File: src/rtl/e203_subsys_clkdiv_ctrl.sv
// Runtime reconfiguration sequencer for the subsystem PLL clock divider.
// It quiesces the consumer, applies the new div/divby1, waits for settle and lock, then releases.
//
// state   | meaning
// --------+---------------------------------------------------------------
// IDLE    | ready for a request; the divider runs on the current ratio
// HOLD    | hold_req asserted; waiting up to ACK_TMO cycles for hold_ack
// APPLY   | single cycle; the pending ratio loads at its closing edge
// SETTLE  | new ratio is live; waiting SETTLE_CYC cycles and for pll_lock
// RELEASE | hold_req dropped; waiting for the consumer to drop hold_ack
// DONE    | one-cycle cfg_done pulse
// ERR     | one-cycle cfg_err pulse; the ratio is left unchanged
module e203_subsys_clkdiv_ctrl #(
  parameter logic [5:0] DIV_RST    = 6'd0,
  parameter logic       DIVBY1_RST = 1'b1,
  parameter int         SETTLE_CYC = 16,
  parameter int         ACK_TMO    = 255
) (
  input  logic       clk,
  input  logic       rst_n,
  input  logic       cfg_valid,
  output logic       cfg_ready,
  input  logic [5:0] cfg_div,
  input  logic       cfg_divby1,
  output logic       cfg_done,
  output logic       cfg_err,
  output logic       hold_req,
  input  logic       hold_ack,
  input  logic       pll_lock,
  output logic [5:0] div,
  output logic       divby1,
  output logic       busy
);

  localparam logic [7:0] SETTLE_LAST = 8'(SETTLE_CYC - 1);
  localparam logic [7:0] ACK_LAST    = 8'(ACK_TMO - 1);

  typedef enum logic [2:0] {
    S_IDLE, S_HOLD, S_APPLY, S_SETTLE, S_RELEASE, S_DONE, S_ERR
  } state_e;

  state_e     state_q, state_d;
  logic [7:0] cnt_q, cnt_d;
  logic [5:0] pend_div_q, pend_div_d;
  logic       pend_divby1_q, pend_divby1_d;
  logic [5:0] div_q, div_d;
  logic       divby1_q, divby1_d;
  logic       req_is_noop;

  // When both sides are bypassed the divide value is irrelevant.
  assign req_is_noop = (cfg_divby1 == divby1_q) && (cfg_divby1 || (cfg_div == div_q));

  always_ff @(posedge clk) begin
    if (!rst_n) begin
      state_q       <= S_IDLE;
      cnt_q         <= 8'd0;
      pend_div_q    <= 6'd0;
      pend_divby1_q <= 1'b0;
      div_q         <= DIV_RST;
      divby1_q      <= DIVBY1_RST;
    end else begin
      state_q       <= state_d;
      cnt_q         <= cnt_d;
      pend_div_q    <= pend_div_d;
      pend_divby1_q <= pend_divby1_d;
      div_q         <= div_d;
      divby1_q      <= divby1_d;
    end
  end

  always_comb begin
    state_d       = state_q;
    cnt_d         = cnt_q;
    pend_div_d    = pend_div_q;
    pend_divby1_d = pend_divby1_q;
    div_d         = div_q;
    divby1_d      = divby1_q;
    case (state_q)
      S_IDLE: begin
        if (cfg_valid) begin
          pend_div_d    = cfg_div;
          pend_divby1_d = cfg_divby1;
          cnt_d         = 8'd0;
          state_d       = req_is_noop ? S_DONE : S_HOLD;
        end
      end
      S_HOLD: begin
        if (hold_ack) begin
          state_d = S_APPLY;
        end else if (cnt_q == ACK_LAST) begin
          state_d = S_ERR;
        end else begin
          cnt_d = cnt_q + 8'd1;
        end
      end
      S_APPLY: begin
        div_d    = pend_div_q;
        divby1_d = pend_divby1_q;
        cnt_d    = 8'd0;
        state_d  = S_SETTLE;
      end
      S_SETTLE: begin
        // Counter saturates so a late lock still exits after the minimum settle time.
        if (cnt_q == SETTLE_LAST) begin
          if (pll_lock) state_d = S_RELEASE;
        end else begin
          cnt_d = cnt_q + 8'd1;
        end
      end
      S_RELEASE: begin
        if (!hold_ack) state_d = S_DONE;
      end
      S_DONE:  state_d = S_IDLE;
      S_ERR:   state_d = S_IDLE;
      default: state_d = S_IDLE;
    endcase
  end

  assign cfg_ready = (state_q == S_IDLE);
  assign busy      = (state_q != S_IDLE);
  assign hold_req  = (state_q == S_HOLD) || (state_q == S_APPLY) || (state_q == S_SETTLE);
  assign cfg_done  = (state_q == S_DONE);
  assign cfg_err   = (state_q == S_ERR);
  assign div       = div_q;
  assign divby1    = divby1_q;

endmodule

File: config.mk
export PLATFORM = sky130hd
export DESIGN_NAME = e203_subsys_clkdiv_ctrl
export DESIGN_NICKNAME = d
export VERILOG_FILES = /design/src/rtl/e203_subsys_clkdiv_ctrl.sv
export SDC_FILE = /design/constraint.sdc
export NUM_CORES = 1
export LEC_CHECK = 0
export BUFFER_PORTS_ARGS = -buffer_cell sky130_fd_sc_hd__buf_2
export CELL_PAD_IN_SITES_DETAIL_PLACEMENT = 0
export CELL_PAD_IN_SITES_GLOBAL_PLACEMENT = 1
export CORE_AREA = 4 4 67 69
export DETAILED_ROUTE_END_ITERATION = 10
export DIE_AREA = 0 0 71 73
export GPL_TIMING_DRIVEN = 0
export PLACE_DENSITY = 0.73
export SLEW_MARGIN = 40
export SYNTH_ARGS = -nofsm -noshare
export SYNTH_HDL_FRONTEND = slang
export SYNTH_SLANG_ARGS = --single-unit
File: constraint.sdc
create_clock -name clk -period 2.3 [get_ports clk]
set_clock_uncertainty 0.2 [all_clocks]
set_input_delay 0.115 -clock clk [delete_from_list [all_inputs] [get_ports clk]]
set_output_delay 0.115 -clock clk [all_outputs]
set_load 0.05 [all_outputs]
==> flow_summary.toml <==
[route]
dr.first_iter.drc_count = 52
drt_pre_antenna_iters = 4
count_of_antenna_violating_nets_left_after_detailed_routing = 0
drcViolationCount = 0
detail_route.vias_per_cell = 4.91
wirelength_um = 2990
routed-via-count = 1184
wl_per_cell_um = 12.4

[worst_setup_path]
critPathCapture = "cfg_done"
worstSetupStartpoint = "state_q[2]"
cp-end-kind = "primary output"
start_kind = "flop"
critical_path_arrival_ns = 1.54
worst-setup-path-type = "reg -> out"
worstRegToRegCells = 6
rrSetupSlack_ns = 0.47
crit_path_max_fanout = 10
required_ns = 1.99
worst_r2r_startpoint = "state_q[2]"
critical_path.reg2reg.endpoint = "state_q[2]"

[cts]
tritoncts_clock_tree = "yes"
cts-buffers-inserted = 3
cts.path.max_buffers = 2
clk_transition_reported_paths_ns = 0.09
cts.root.buffer_cell = "sky130_fd_sc_hd__clkbuf_8"
cts-resized-gates = 0
clkLatencyLatePin_ns = 0.27
cts_h_tree_depth = 1
tritoncts_num_sinks = 25

[logic_synthesis]
synth.cell_area_mm2 = 0.00133
top_count_cell_post_synth = "sky130_fd_sc_hd__dfxtp_1"
synth_top_area_cell = "sky130_fd_sc_hd__dfxtp_1"
yosysTopAreaCellShare = 0.376
postSynthCellCount = 157
avgSynthCellArea_um2 = 8.48
synth.cells.most_frequent = "sky130_fd_sc_hd__dfxtp_1, sky130_fd_sc_hd__nand2_1, sky130_fd_sc_hd__nor2_1, sky130_fd_sc_hd__xnor2_1"
synth-seq-area-share = 0.376
async_flop_share = 0
post_synth_num_cell_types = 42
synth_warnings = 0
synth-main-ff-cell = "sky130_fd_sc_hd__dfxtp_1"
synth_enable_flop_cells = 0
synth.area.top_cells = "sky130_fd_sc_hd__dfxtp_1, sky130_fd_sc_hd__nand2_1, sky130_fd_sc_hd__xnor2_1, sky130_fd_sc_hd__mux2i_1, sky130_fd_sc_hd__nor2_1"
postSynthRegisterBits = 25
synth_fp_nets = 171

[sta]
fin_hold_viols = 0
holdWs_ns = 0.0308
setup_tns_ns = 0
post-route-period-util = 0.808
max_clock_freq_mhz = 538
rsz_0062_raised_after_global_routing = "no"
actual_slew_at_the_worst_max_slew_pin_ns = 0.513
post-route-min-period_ns = 1.86
endpoints_failing_setup = 0
timing.slew.headroom = 0.656
finalMaxSlewViolations = 0

[die]
fp.dieH_um = 73
placement_rows = 23
dieWidth_um = 71
floorplan.core_area_mm2 = 0.00391
die_area_mm2 = 0.00518
io_pins = 24
floorplan.initialDensity = 0.340

[global_routing]
grt_start_max_net_pins = 16
grt.total_usage = 0.123
grt_overflow = 0
via_count_of_the_first_global_routing_pass = 1139
number_of_antenna_violations_at_the_first_check_in_global_routing = 0
grt_first_pass_wirelength_um = 5200

[cells_and_area]
area.growth.synth_to_final_pct = 23.0
final_nets = 206
insertedDiodeCount = 0
number_of_standard_cells_in_the_layout_taps_in_and_fillers_out = 241
final_area_mm2 = 0.00164
layout-drive-gt1-share = 0.215

[place]
number_of_buffers_added_on_ports = 23
gp_congestion = 0.770
placed_cells = 230
detailed_place_hpwl_um = 2280
post_dp_cell_area_mm2 = 0.00151

[run]
cap_violations = 0

[power_and_ir_drop]
net-switching-power_uw = 764
power_density_mw_per_mm2 = 1020
cell_internal_pwr_uw = 900
leakage_nw = 0.633
sw_frac_of_total = 0.459
irDropWorstVdd_v = 0.000381
power_mw = 1.66
share_seq_of_total_power = 0.329
share_clk_of_total_power = 0.157
power.combinational.fraction = 0.513

[min_path]
hold_path_depth = 3
hold_class = "in -> reg"

[outcome]
outcome = "complete, no violations"
[worst max-delay path, stage by stage (launching register included)]
cell and delay [ns]:
sky130_fd_sc_hd__dfxtp_1 0.32, sky130_fd_sc_hd__buf_4 0.16, sky130_fd_sc_hd__clkbuf_1 0.33, sky130_fd_sc_hd__and3b_1 0.21, sky130_fd_sc_hd__buf_2 0.26
[cell usage in the layout (no fill, tap or decap), types with 3 or more instances in the layout]
| cell | count |
|---|---|
| sky130_fd_sc_hd__a211oi_1 | 3 |
| sky130_fd_sc_hd__a21boi_0 | 6 |
| sky130_fd_sc_hd__a21oi_1 | 5 |
| sky130_fd_sc_hd__buf_2 | 26 |
| sky130_fd_sc_hd__clkbuf_1 | 3 |
| sky130_fd_sc_hd__clkbuf_8 | 3 |
| sky130_fd_sc_hd__dfxtp_1 | 25 |
| sky130_fd_sc_hd__dlygate4sd3_1 | 7 |
| sky130_fd_sc_hd__inv_1 | 3 |
| sky130_fd_sc_hd__mux2i_1 | 7 |
| sky130_fd_sc_hd__nand2_1 | 23 |
| sky130_fd_sc_hd__nand3_1 | 4 |
| sky130_fd_sc_hd__nand4_1 | 3 |
| sky130_fd_sc_hd__nor2_1 | 14 |
| sky130_fd_sc_hd__nor2b_1 | 8 |
| sky130_fd_sc_hd__o21ai_0 | 8 |
| sky130_fd_sc_hd__or3_1 | 3 |
| sky130_fd_sc_hd__xnor2_1 | 9 |
[per-stage QoR]
step,worst slack (ns),utilization
after global placement,0.387,0.387
after detailed placement,0.369,0.387
after CTS,0.325,0.417
after global routing,0.332,0.418
final,0.442,0.418
after floorplan,0.303,-
[registers in the layout, summed over array words and instances (netlist names)]
name           cells
pend_divby1_q      1
cnt_q              8
state_q            3
pend_div_q         6
divby1             1
div                6
[cell families after synthesis]
kind of cell    share of synthesized area
simple gates                        0.263
compound gates                      0.184
flops                               0.376
buf+inv                            0.0395
xor+xnor                           0.0658
mux                                0.0526
fa+ha+maj                          0.0188
[how the worst min path moves through the flow]
| stage | start | end | slack [ns] |
|---|---|---|---|
| final | rst_n | cnt_q[5] | 0.03 |
| after CTS | rst_n | cnt_q[1] | 0.05 |
| after detailed placement | cfg_div[3] | pend_div_q[3] | 0.19 |
| after floorplan | cfg_div[3] | pend_div_q[3] | 0.05 |
| after global placement | cfg_div[3] | pend_div_q[3] | 0.18 |
| after global routing | rst_n | cnt_q[5] | 0.04 |
[power by group through the flow]
stage | Combinational [mW] | Clock, mW | Sequential [mW]
global route | 0.941 | 0.287 | 0.559
finish | 0.854 | 0.262 | 0.548
CTS | 0.857 | 0.274 | 0.547
detailed placement | 0.843 | 0 | 0.558
floorplan | 0.633 | 0 | 0.580
global placement | 0.831 | 0 | 0.555
[cell type report]
cell class / count / area [um2]
Fill cell: 436 / 2280
Clock inverter: 1 / 7.51
Clock buffer: 3 / 41.3
Sequential cell: 25 / 500
Tap cell: 50 / 62.6
Inverter: 3 / 11.3
Multi-Input combinational cell: 121 / 788
Buffer: 8 / 41.3
Timing Repair Buffer: 30 / 185
[repair_timing]
action | CTS | global route
endpoints found under the hold margin | 7 | 0
buffers inserted | 0 | 0
hold buffers | 7 | 0
setup endpoints to repair | 0 | 0
[metal layers]
layer | up-vias | GRT usage | wire length [um]
met5 | - | 0 | 0
met4 | 0 | 0.0376 | 27
met3 | 2 | 0.0234 | 128
met2 | 19 | 0.198 | 1320
met1 | 549 | 0.168 | 1510
li1 | 614 | - | -
(Power assumes the default switching activity.)
